--- src/rtl/heepsilon_pwr_seq_pkg.sv ---
// Shared types and constants for the external-subsystem power sequencer.
// RET is only reachable when HEEPSILON_PWR_SEQ_RETENTION_EN is defined.
package heepsilon_pwr_seq_pkg;

  typedef enum logic [3:0] {
    ST_ON     = 4'd0,
    ST_DRAIN  = 4'd1,
    ST_ISO    = 4'd2,
    ST_RST    = 4'd3,
    ST_SW_OFF = 4'd4,
    ST_OFF    = 4'd5,
    ST_SW_ON  = 4'd6,
    ST_CLK_ON = 4'd7,
    ST_DEISO  = 4'd8,
    ST_ERR    = 4'd9,
    ST_RET    = 4'd10
  } pwr_state_e;

  localparam int unsigned ISO_SETTLE_DEF  = 4;
  localparam int unsigned RST_HOLD_DEF    = 8;
  localparam int unsigned ACK_TIMEOUT_DEF = 255;

  typedef struct packed {
    logic clk_en;
    logic sw_on;
    logic iso;
    logic ch_rst;
  } pwr_tuple_t;

  function automatic int unsigned cnt_width(input int unsigned a, input int unsigned b,
                                            input int unsigned c);
    int unsigned m;
    m = a;
    if (b > m) m = b;
    if (c > m) m = c;
    return $clog2(m + 1);
  endfunction

  // ERR is resolved by the caller to the state that timed out.
  function automatic pwr_tuple_t tuple_of(input pwr_state_e s);
    pwr_tuple_t t;
    t = '{clk_en: 1'b1, sw_on: 1'b1, iso: 1'b0, ch_rst: 1'b0};
    case (s)
      ST_ISO, ST_DEISO:    t = '{clk_en: 1'b1, sw_on: 1'b1, iso: 1'b1, ch_rst: 1'b0};
      ST_RST, ST_CLK_ON:   t = '{clk_en: 1'b1, sw_on: 1'b1, iso: 1'b1, ch_rst: 1'b1};
      ST_SW_OFF, ST_OFF:   t = '{clk_en: 1'b0, sw_on: 1'b0, iso: 1'b1, ch_rst: 1'b1};
      ST_SW_ON, ST_RET:    t = '{clk_en: 1'b0, sw_on: 1'b1, iso: 1'b1, ch_rst: 1'b1};
      default:             t = '{clk_en: 1'b1, sw_on: 1'b1, iso: 1'b0, ch_rst: 1'b0};
    endcase
    return t;
  endfunction

endpackage

--- src/rtl/heepsilon_ext_pwr_seq_if.sv ---
// Request/status bundle between the X-HEEP control side and the sequencer.
// Retention pins exist only with HEEPSILON_PWR_SEQ_RETENTION_EN defined.
interface heepsilon_ext_pwr_seq_if #(
  parameter int unsigned NUM_CH = 2
);
  logic [NUM_CH-1:0]   off_req_i;
  logic [NUM_CH-1:0]   busy_i;
  logic [NUM_CH-1:0]   sw_ack_i;
  logic [NUM_CH-1:0]   err_clr_i;
  logic [NUM_CH-1:0]   clk_en_o;
  logic [NUM_CH-1:0]   sw_on_o;
  logic [NUM_CH-1:0]   iso_o;
  logic [NUM_CH-1:0]   ch_rst_o;
  logic [4*NUM_CH-1:0] state_o;
  logic [NUM_CH-1:0]   on_o;
  logic [NUM_CH-1:0]   err_o;
  logic [NUM_CH-1:0]   evt_o;
  logic                intr_o;
`ifdef HEEPSILON_PWR_SEQ_RETENTION_EN
  logic [NUM_CH-1:0]   ret_req_i;
  logic [NUM_CH-1:0]   ram_ret_o;

  modport master (output off_req_i, busy_i, sw_ack_i, err_clr_i, ret_req_i,
                  input  clk_en_o, sw_on_o, iso_o, ch_rst_o, state_o, on_o, err_o,
                         evt_o, intr_o, ram_ret_o);
  modport slave  (input  off_req_i, busy_i, sw_ack_i, err_clr_i, ret_req_i,
                  output clk_en_o, sw_on_o, iso_o, ch_rst_o, state_o, on_o, err_o,
                         evt_o, intr_o, ram_ret_o);
`else
  modport master (output off_req_i, busy_i, sw_ack_i, err_clr_i,
                  input  clk_en_o, sw_on_o, iso_o, ch_rst_o, state_o, on_o, err_o,
                         evt_o, intr_o);
  modport slave  (input  off_req_i, busy_i, sw_ack_i, err_clr_i,
                  output clk_en_o, sw_on_o, iso_o, ch_rst_o, state_o, on_o, err_o,
                         evt_o, intr_o);
`endif
endinterface

--- src/rtl/heepsilon_pwr_seq_ch.sv ---
// One channel: drain/isolate/reset/clock/power sequencing FSM with dwell counter.
// HEEPSILON_PWR_SEQ_RETENTION_EN adds the RET (retention) branch out of RST.
module heepsilon_pwr_seq_ch
  import heepsilon_pwr_seq_pkg::*;
#(
  parameter int unsigned ISO_SETTLE  = ISO_SETTLE_DEF,
  parameter int unsigned RST_HOLD    = RST_HOLD_DEF,
  parameter int unsigned ACK_TIMEOUT = ACK_TIMEOUT_DEF
) (
  input  logic       clk_i,
  input  logic       rst_i,
  input  logic       off_req_i,
  input  logic       busy_i,
  input  logic       sw_ack_i,
  input  logic       err_clr_i,
`ifdef HEEPSILON_PWR_SEQ_RETENTION_EN
  input  logic       ret_req_i,
  output logic       ram_ret_o,
`endif
  output logic       clk_en_o,
  output logic       sw_on_o,
  output logic       iso_o,
  output logic       ch_rst_o,
  output logic [3:0] state_o,
  output logic       on_o,
  output logic       err_o,
  output logic       evt_o
);
  localparam int unsigned CNT_W = cnt_width(ISO_SETTLE, RST_HOLD, ACK_TIMEOUT);
  localparam logic [CNT_W-1:0] ISO_LD = CNT_W'(ISO_SETTLE - 1);
  localparam logic [CNT_W-1:0] RST_LD = CNT_W'(RST_HOLD - 1);
  localparam logic [CNT_W-1:0] ACK_LD = CNT_W'(ACK_TIMEOUT - 1);

  pwr_state_e       state_q, state_d;
  pwr_state_e       err_src_q, err_src_d;
  logic [CNT_W-1:0] cnt_q, cnt_d;
  logic             evt_q, evt_d;
  logic             cnt_zero;
  pwr_tuple_t       tup;

  assign cnt_zero = (cnt_q == '0);

  // NOTE: sequential state uses <= so every flop samples pre-edge values.
  always_ff @(posedge clk_i) begin
    if (rst_i) begin
      state_q   <= ST_ON;
      err_src_q <= ST_ON;
      cnt_q     <= '0;
      evt_q     <= 1'b0;
    end else begin
      state_q   <= state_d;
      err_src_q <= err_src_d;
      cnt_q     <= cnt_d;
      evt_q     <= evt_d;
    end
  end

  // NOTE: defaults first so every path assigns every signal (no latches).
  always_comb begin
    state_d   = state_q;
    err_src_d = err_src_q;
    cnt_d     = cnt_zero ? cnt_q : cnt_q - CNT_W'(1);
    case (state_q)
      ST_ON:    if (off_req_i) state_d = ST_DRAIN;
      ST_DRAIN: begin
        if (!off_req_i) begin
          state_d = ST_ON;
        end else if (!busy_i) begin
          state_d = ST_ISO;
          cnt_d   = ISO_LD;
        end
      end
      ST_ISO: if (cnt_zero) begin
        state_d = ST_RST;
        cnt_d   = RST_LD;
      end
      ST_RST: if (cnt_zero) begin
`ifdef HEEPSILON_PWR_SEQ_RETENTION_EN
        state_d = ret_req_i ? ST_RET : ST_SW_OFF;
`else
        state_d = ST_SW_OFF;
`endif
        cnt_d   = ACK_LD;
      end
      // The ack is checked before the timeout so a last-cycle ack still wins.
      ST_SW_OFF: begin
        if (!sw_ack_i) begin
          state_d = ST_OFF;
        end else if (cnt_zero) begin
          state_d   = ST_ERR;
          err_src_d = ST_SW_OFF;
        end
      end
      ST_OFF: if (!off_req_i) begin
        state_d = ST_SW_ON;
        cnt_d   = ACK_LD;
      end
      ST_SW_ON: begin
        if (sw_ack_i) begin
          state_d = ST_CLK_ON;
          cnt_d   = RST_LD;
        end else if (cnt_zero) begin
          state_d   = ST_ERR;
          err_src_d = ST_SW_ON;
        end
      end
      ST_CLK_ON: if (cnt_zero) begin
        state_d = ST_DEISO;
        cnt_d   = ISO_LD;
      end
      ST_DEISO: if (cnt_zero) state_d = ST_ON;
      ST_ERR: if (err_clr_i) begin
        state_d = err_src_q;
        cnt_d   = ACK_LD;
      end
`ifdef HEEPSILON_PWR_SEQ_RETENTION_EN
      ST_RET: if (!off_req_i) begin
        state_d = ST_CLK_ON;
        cnt_d   = RST_LD;
      end
`endif
      default: state_d = ST_ON;
    endcase

    // A DRAIN abort back to ON is not a completion, so it raises no event.
    evt_d = (state_d != state_q) &&
            ((state_d inside {ST_OFF, ST_ERR, ST_RET}) ||
             (state_d == ST_ON && state_q == ST_DEISO));
  end

  assign tup      = tuple_of((state_q == ST_ERR) ? err_src_q : state_q);
  assign clk_en_o = tup.clk_en;
  assign sw_on_o  = tup.sw_on;
  assign iso_o    = tup.iso;
  assign ch_rst_o = tup.ch_rst;
  assign state_o  = state_q;
  assign on_o     = (state_q == ST_ON);
  assign err_o    = (state_q == ST_ERR);
  assign evt_o    = evt_q;
`ifdef HEEPSILON_PWR_SEQ_RETENTION_EN
  assign ram_ret_o = (state_q == ST_RET);
`endif

endmodule

--- src/rtl/heepsilon_ext_pwr_seq.sv ---
// Power/clock/reset sequencer for NUM_CH external subsystems plus one OR'ed interrupt.
// Define HEEPSILON_PWR_SEQ_RETENTION_EN to enable the RAM-retention path.
module heepsilon_ext_pwr_seq
  import heepsilon_pwr_seq_pkg::*;
#(
  parameter int unsigned NUM_CH      = 2,
  parameter int unsigned ISO_SETTLE  = ISO_SETTLE_DEF,
  parameter int unsigned RST_HOLD    = RST_HOLD_DEF,
  parameter int unsigned ACK_TIMEOUT = ACK_TIMEOUT_DEF
) (
  input  logic                    clk_i,
  input  logic                    rst_i,
  heepsilon_ext_pwr_seq_if.slave  bus
);
  logic [NUM_CH-1:0]   clk_en, sw_on, iso, ch_rst, on, err, evt;
  logic [4*NUM_CH-1:0] state;
  logic                intr_q, intr_d;
`ifdef HEEPSILON_PWR_SEQ_RETENTION_EN
  logic [NUM_CH-1:0]   ram_ret;
`endif

  for (genvar i = 0; i < NUM_CH; i++) begin : g_ch
    heepsilon_pwr_seq_ch #(
      .ISO_SETTLE  (ISO_SETTLE),
      .RST_HOLD    (RST_HOLD),
      .ACK_TIMEOUT (ACK_TIMEOUT)
    ) u_ch (
      .clk_i     (clk_i),
      .rst_i     (rst_i),
      .off_req_i (bus.off_req_i[i]),
      .busy_i    (bus.busy_i[i]),
      .sw_ack_i  (bus.sw_ack_i[i]),
      .err_clr_i (bus.err_clr_i[i]),
`ifdef HEEPSILON_PWR_SEQ_RETENTION_EN
      .ret_req_i (bus.ret_req_i[i]),
      .ram_ret_o (ram_ret[i]),
`endif
      .clk_en_o  (clk_en[i]),
      .sw_on_o   (sw_on[i]),
      .iso_o     (iso[i]),
      .ch_rst_o  (ch_rst[i]),
      .state_o   (state[4*i +: 4]),
      .on_o      (on[i]),
      .err_o     (err[i]),
      .evt_o     (evt[i])
    );
  end

  assign intr_d = |evt;

  always_ff @(posedge clk_i) begin
    if (rst_i) intr_q <= 1'b0;
    else       intr_q <= intr_d;
  end

  assign bus.clk_en_o = clk_en;
  assign bus.sw_on_o  = sw_on;
  assign bus.iso_o    = iso;
  assign bus.ch_rst_o = ch_rst;
  assign bus.state_o  = state;
  assign bus.on_o     = on;
  assign bus.err_o    = err;
  assign bus.evt_o    = evt;
  assign bus.intr_o   = intr_q;
`ifdef HEEPSILON_PWR_SEQ_RETENTION_EN
  assign bus.ram_ret_o = ram_ret;
`endif

endmodule

--- src/flat_wrapper.sv ---
// flat-port wrapper written by rule: the top's interface ports become plain ports
module heepsilon_ext_pwr_seq_flat import heepsilon_pwr_seq_pkg::*;
#(
  parameter int unsigned NUM_CH      = 2,
  parameter int unsigned ISO_SETTLE  = ISO_SETTLE_DEF,
  parameter int unsigned RST_HOLD    = RST_HOLD_DEF,
  parameter int unsigned ACK_TIMEOUT = ACK_TIMEOUT_DEF
)
  (clk_i, rst_i, bus_off_req_i, bus_busy_i, bus_sw_ack_i, bus_err_clr_i, bus_clk_en_o, bus_sw_on_o, bus_iso_o, bus_ch_rst_o, bus_state_o, bus_on_o, bus_err_o, bus_evt_o, bus_intr_o);
  heepsilon_ext_pwr_seq_if #(.NUM_CH(NUM_CH)) bus_i ();
  input  logic clk_i;
  input  logic rst_i;
  input wire logic [$bits(bus_i.off_req_i)-1:0] bus_off_req_i;
  input wire logic [$bits(bus_i.busy_i)-1:0] bus_busy_i;
  input wire logic [$bits(bus_i.sw_ack_i)-1:0] bus_sw_ack_i;
  input wire logic [$bits(bus_i.err_clr_i)-1:0] bus_err_clr_i;
  output wire logic [$bits(bus_i.clk_en_o)-1:0] bus_clk_en_o;
  output wire logic [$bits(bus_i.sw_on_o)-1:0] bus_sw_on_o;
  output wire logic [$bits(bus_i.iso_o)-1:0] bus_iso_o;
  output wire logic [$bits(bus_i.ch_rst_o)-1:0] bus_ch_rst_o;
  output wire logic [$bits(bus_i.state_o)-1:0] bus_state_o;
  output wire logic [$bits(bus_i.on_o)-1:0] bus_on_o;
  output wire logic [$bits(bus_i.err_o)-1:0] bus_err_o;
  output wire logic [$bits(bus_i.evt_o)-1:0] bus_evt_o;
  output wire logic [$bits(bus_i.intr_o)-1:0] bus_intr_o;
  assign bus_i.off_req_i = bus_off_req_i;
  assign bus_i.busy_i = bus_busy_i;
  assign bus_i.sw_ack_i = bus_sw_ack_i;
  assign bus_i.err_clr_i = bus_err_clr_i;
  assign bus_clk_en_o = bus_i.clk_en_o;
  assign bus_sw_on_o = bus_i.sw_on_o;
  assign bus_iso_o = bus_i.iso_o;
  assign bus_ch_rst_o = bus_i.ch_rst_o;
  assign bus_state_o = bus_i.state_o;
  assign bus_on_o = bus_i.on_o;
  assign bus_err_o = bus_i.err_o;
  assign bus_evt_o = bus_i.evt_o;
  assign bus_intr_o = bus_i.intr_o;
  heepsilon_ext_pwr_seq #(.NUM_CH(NUM_CH), .ISO_SETTLE(ISO_SETTLE), .RST_HOLD(RST_HOLD), .ACK_TIMEOUT(ACK_TIMEOUT)) u_core (.clk_i(clk_i), .rst_i(rst_i), .bus(bus_i));
endmodule
--- config.mk ---
export PLATFORM = sky130hd
export DESIGN_NAME = heepsilon_ext_pwr_seq_flat
export DESIGN_NICKNAME = d
export VERILOG_FILES = /design/src/rtl/heepsilon_pwr_seq_pkg.sv /design/src/rtl/heepsilon_ext_pwr_seq_if.sv /design/src/rtl/heepsilon_pwr_seq_ch.sv /design/src/rtl/heepsilon_ext_pwr_seq.sv /design/src/flat_wrapper.sv
export SDC_FILE = /design/constraint.sdc
export NUM_CORES = 1
export LEC_CHECK = 0
export CORE_MARGIN = 2
export CORE_UTILIZATION = 45
export DETAILED_ROUTE_END_ITERATION = 7
export GPL_TIMING_DRIVEN = 0
export PLACE_DENSITY = 0.66
export SLEW_MARGIN = 25
export SYNTH_ARGS = -nofsm -noshare
export SYNTH_HDL_FRONTEND = slang
export SYNTH_SLANG_ARGS = --single-unit
--- constraint.sdc ---
create_clock -name clk_i -period 5.3 [get_ports clk_i]
set_input_delay 0.795 -clock clk_i [delete_from_list [all_inputs] [get_ports clk_i]]
set_output_delay 0.795 -clock clk_i [all_outputs]
set_load 0.05 [all_outputs]
After elaboration in Yosys (flattened, before gate mapping)
Memory sizes are Yosys's and may differ from the RTL's.
Cells that the tools add are included.
Storage, ports and cells
  flip-flop bits (word level): 35
  bits in read-only memories: 128
  bits of input ports: 10
  output and inout port bits: 23
  word-level logic and storage cells: 124
  memories kept: 2
Operators by class
  add/sub/neg operators: 2
  equality and inequality tests: 34
  multiplexer cells: 58
  reduce and logical (&&, ||, !) cells: 19
Memory list
  (name not given): depth 16, bits a word 4, read ports 1, clocked after Yosys merged registers in 0, write ports 0, line heepsilon_pwr_seq_pkg.sv:43  | case (s)
  (name not given): depth 16, bits a word 4, read ports 1, clocked after Yosys merged registers in 0, write ports 0, line heepsilon_pwr_seq_pkg.sv:43
Operators by type and width (number)
  2-to-1 mux 8 bit: 18
  2-to-1 mux 4 bit: 34
  one-hot mux 8 bit (7 select lines): 2
  one-hot mux 4 bit (10 select lines): 2
  == test 4 x 3 -> 1 bit (second input constant): 10
  == test 4 bit (second input constant): 8
  == test 4 x 2 -> 1 bit (second input constant): 4
  zero test 4 bit: 4
  zero test 8 bit: 2
  inequality test 2 bit (second input constant): 8
  one-hot mux 4 bit (2 select lines): 2
  subtractor 8 x 1 -> 8 bit (second input constant): 2
  AND reduction 5 bit: 2
  == test 4 x 1 -> 1 bit (second input constant): 2
  inequality test 4 bit: 2
  nonzero test 3 bit: 2
  logical AND 1 bit: 4
  nonzero test 2 bit: 2
  logical OR 1 bit: 2
  OR reduction 2 bit: 1

Depth between registers and ports, before layout
  depth after elaboration: 8
  gate-level depth with buffers: 12
  depth with buffers taken out: 11

By module
From an unflattened synthesis, not the netlist that was laid out.
Second synthesis, totals
  cell total of the unflattened synthesis: 362
  area, all modules: 2755.1 um^2
Modules (own cells, without submodules)
  heepsilon_pwr_seq_ch at u_core.g_ch[1].u_ch: times used 1, cells an instance 179, area each 1378.8 um^2
  heepsilon_pwr_seq_ch at u_core.g_ch[0].u_ch: times used 1, cells an instance 181, area each 1346.3 um^2
  heepsilon_ext_pwr_seq: times used 1, cells an instance 2, area each 30.0 um^2

Least setup slack after synthesis
OpenSTA, ideal clock, no wires.
  path type: register -> output
  start point: register u_core.g_ch[0].u_ch.state_q[0]
  end point: output bus_sw_on_o[0]
  data arrival time: 2004 ps
  data required time: 4505 ps
  path slack: 2501 ps
  cell stages (with the launch flop): 8
  buffers on the path: 4
  cells stage by stage: dfxtp_1 buf_2 clkbuf_1 buf_1 nand3_1 o21ai_0 nand2_1 buf_4
Between the ends
  cells in the longest elaborated chain, start to end: 3
RTL lines
  from (decl): line heepsilon_pwr_seq_ch.sv:34  | pwr_state_e state_q, state_d;
  from (signal assigned): line heepsilon_pwr_seq_ch.sv:51  | state_q <= state_d;
  == test 4 bit: line heepsilon_pwr_seq_ch.sv:131  | assign tup = tuple_of((state_q == ST_ERR) ? err_src_q : state_q);
  2-to-1 mux 4 bit (*): line heepsilon_pwr_seq_ch.sv:131
  memory read (16 x 4 bit) (*)
  to (decl): line flat_wrapper.sv:18  | output wire logic [$bits(bus_i.sw_on_o)-1:0] bus_sw_on_o;
Every way passes the cells marked *; elsewhere a longest branch is shown, timed or not.

Worst setup path after layout
  start point: register u_core.g_ch[0].u_ch.state_q[0]
  end point: output bus_ch_rst_o[0]
Between the ends
  cells in the longest elaborated chain, start to end: 3
RTL lines
  == test 4 bit: line heepsilon_pwr_seq_ch.sv:131
  2-to-1 mux 4 bit (*): line heepsilon_pwr_seq_ch.sv:131
  memory read (16 x 4 bit) (*)
  to (decl): line flat_wrapper.sv:20  | output wire logic [$bits(bus_i.ch_rst_o)-1:0] bus_ch_rst_o;
Marked as above.

==> reports/summary.log <==
qor: placement.globalplace.congestion 0.981
qor: synth.synth.ff_latch_count 31
qor: power_and_ir_drop.cellLeakagePower 1.23 nW
qor: die.dieArea 6680 um2
qor: clocking.postCtsHoldBufs 0
qor: synth.post_synthesis_sequential_area_ratio 22.8%
qor: die.die_height 81.7 um
qor: synth.synth_top_family_by_area simple AND/OR/NAND/NOR gates
qor: synth.synth_top_area_cell dfxtp_1
qor: final_layout.layout.cells.non_filler 492
qor: clocking.number_of_clock_sinks 31
qor: die.floorplan.io_pins 33
qor: synth.yosys.cell_count.top_type nor2_1
qor: critical_path.critical_path.reg2reg.startpoint u_core.g_ch[0].u_ch.state_o[1]
qor: synth.synth-compound-area-share 27.9%
qor: synth.post_synth.cell_area_avg 7.20 um2
qor: synth.fraction_of_synthesized_cell_area_taken_by_the_top_area_cell_type 22.8%
qor: grt.maximum_number_of_pins_on_one_net_before_global_route_repair 12
qor: route.wl 7510 um
qor: synth.synth-adder-area-share 3.22%
qor: final_layout.finish.net_count 433
qor: die.core 5890 um2
qor: critical_path.timing.setup.critical_path_class reg2out
qor: synth.mappedNetlistNets 395
qor: critical_path.worst-r2r-setup-slack 2950 ps
qor: sta.setup-violations-final 0
qor: clocking.clock_latency 280 ps
qor: synth.dominantRegCellSynth dfxtp_1
qor: grt.initial_antenna_violation_count 0
qor: synth.synth_warnings 0
qor: synth.synth.cell_area 2720 um2
qor: sta.setup_tns 0 ps
qor: die.floorplan.die.width 81.7 um
qor: final_layout.drive_gt1_share 10.3%
qor: sta.unrepaired_setup_endpoints_after_global_routing no
qor: critical_path.worst_setup_path_start_kind flop
qor: critical_path.data_arrival_critical_path 3040 ps
qor: synth.synth_edf_count 0
qor: clocking.clk_path_buf_depth 2
qor: die.rows 28
qor: critical_path.path_max_fanout 10
qor: sta.timing_hold_violations_final 0
qor: critical_path.r2r_cells 7
qor: sta.max_freq 261 MHz
qor: clocking.clk_pin_slew 70 ps
qor: run.drv_cap 0
qor: final_layout.count_of_fill_cells_added_during_filler_insertion 594
qor: route.postRouteAntennaNets 0
qor: clocking.tritoncts done
qor: die.floorplan.initialDensity 46.2%
qor: critical_path.critPathCapture bus_ch_rst_o[0]
qor: synth.synthDistinctLibCells 64
qor: route.post_drt_wl_per_cell 15.3 um
qor: synth.cell_types_with_the_highest_counts_after_synthesis nor2_1, nand2_1, dfxtp_1
qor: clocking.tritoncts.num_buffers 5
qor: final_layout.area_growth 17.8%
qor: min_path.timing.hold.worst.class reg2reg
qor: sta.post-route-min-period 3840 ps
qor: sta.layout_worst_path_cycle_share 72.4%
qor: route.detailedRoute.firstIterationViolations 271
qor: critical_path.regToRegEndpoint u_core.g_ch[0].u_ch.evt_o
qor: power_and_ir_drop.ir_drop 0.284 mV
qor: clocking.clk_root_buffer_cell clkbuf_8
qor: placement.placed_cells 484
qor: final_layout.layout.area.seq 621 um2
qor: placement.dpl.hpwl 5540 um
qor: grt.grtUsageTotal 23.4%
qor: critical_path.worst_setup_path_startpoint u_core.g_ch[0].u_ch.state_o[0]
qor: sta.finClkSkew 7.74 ps
qor: grt.first_global_vias 2,482
qor: power_and_ir_drop.cellPowerDensity 448 nW/um2
qor: synth.synth_simple_gate_area_share 29.9%
qor: synth.post_synth_main_area_contributors dfxtp_1, nor2_1, a21oi_1
qor: sta.worst_slew_pin_slew 571 ps
qor: synth.multiplexer_fraction_of_the_synthesized_cell_area 0.736%
qor: final_layout.antenna-diode-count 0
qor: grt.globalRoute.totalOverflow 0
qor: route.vias 2,911
qor: clocking.cts.repair_timing.setup_buffer_count 0
qor: clocking.cts_resized 0
qor: clocking.htreeDepth 2
qor: synth.synth_xor_xnor_area_share 4.83%
qor: synth.synthCells 378
qor: outcome.status completed
qor: placement.port_buffers 31
qor: grt.grt_first_pass_wirelength 12,300 um
qor: sta.slew_viol_final 0
qor: route.via_cell_ratio 5.92
qor: route.detail_route.drc_violations 0
qor: route.drt_pre_antenna_iters 5
qor: final_layout.multiInputGateArea 1810 um2
qor: critical_path.critical_path.endpoint_type output pin
qor: critical_path.required 4510 ps
qor: synth.async_reset_ff_share 0%
qor: sta.maxSlewHeadroom 61.9%
## report_power, final
part / switching, mW / total (mW) / internal [mW]
Combinational: 0.518 / 0.896 / 0.378
Clock: 0.0868 / 0.179 / 0.0920
Sequential: 0.0651 / 0.361 / 0.296
Total: 0.670 / 1.44 / 0.766
## worst min-delay path by stage
stage	startpoint	end	slack (ps)	cells past startpoint
2_1_floorplan	u_core.g_ch[1].u_ch.evt_o	u_core.bus.intr_o	440	2
3_3_place_gp	u_core.g_ch[0].u_ch.evt_o	u_core.bus.intr_o	470	2
3_5_place_dp	u_core.g_ch[0].u_ch.evt_o	u_core.bus.intr_o	490	2
4_1_cts	u_core.g_ch[1].u_ch.err_src_q[2]	u_core.g_ch[1].u_ch.err_src_q[2]	500	2
5_1_grt	u_core.g_ch[0].u_ch.evt_o	u_core.bus.intr_o	520	2
6_report	u_core.g_ch[0].u_ch.evt_o	u_core.bus.intr_o	500	2
## layer usage
metal,up-vias,track usage (%),routed length [um]
met2,141,35.7,3200
met1,1357,34.3,3650
met3,7,3.74,599
met5,-,0,0
li1,1406,-,-
met4,0,5.50,62
## critical path: stages, from the launching register on
cell	delay (ps)
dfxtp_1	380
buf_2	220
clkbuf_1	380
buf_1	450
nand3_1	210
o211ai_1	200
buf_4	130
clkdlybuf4s50_1	790
## through the flow
stage                     total power [mW]  cell area (um2)  util (%)  hold WS, ps  setup WS [ps]
after detailed placement              1.25             3120      53.1          491           1780
final                                 1.44             3210      54.5          497           1460
after CTS                             1.44             3210      54.5          502           1470
after floorplan                       1.06             2720         -          436           2500
after global routing                  1.56             3210      54.5          524           1250
after global placement                1.24             3120      53.1          466           1800
## kinds of logic (layout without fill, tap and decap cells)
| kind of cell | after synthesis | count (layout) |
|---|---|---|
| XOR/XNOR | 15 | 15 |
| AND/OR/NAND/NOR | 154 | 154 |
| buffers and inverters | 56 | 95 |
| adder cells (fa/ha/maj) | 7 | 7 |
| flip-flops | 31 | 31 |
| multiplexers | 2 | 2 |
| AO/OA/AOI/OAI | 113 | 113 |
## sequential cells by signal (all words and copies together) (netlist names)
| name | flops |
|---|---|
| u_core.g_ch.u_ch.state_o | 8 |
| u_core.g_ch.u_ch.evt_o | 2 |
| u_core.g_ch.u_ch.cnt_q | 16 |
| u_core.bus.intr_o | 1 |
| u_core.g_ch.u_ch.err_src_q | 4 |
## cell usage in the layout (no fill, tap or decap), types with 5 or more instances in the layout
master	count
xor2_1	10
xnor2_1	5
a21oi_1	28
buf_4	15
inv_1	13
o211ai_1	8
nor3_1	13
clkbuf_1	13
nand3_1	8
clkbuf_8	5
clkdlybuf4s50_1	31
buf_2	9
a31oi_1	5
nand2b_1	17
o21a_1	13
o21ai_0	20
nand2_1	32
buf_1	5
ha_1	7
nor2_1	44
nor2b_1	11
dfxtp_1	31
## cell type report
cell class	instances	share of cell area, %
inverter	15	1.91
clock buffer	7	2.38
clock inverter	1	0.156
multi-input combinational	291	56.4
timing repair buffer	31	9.68
sequential	31	19.4
tap	75	2.93
buffer	41	7.14
Power figures use the tool's default switching activity.
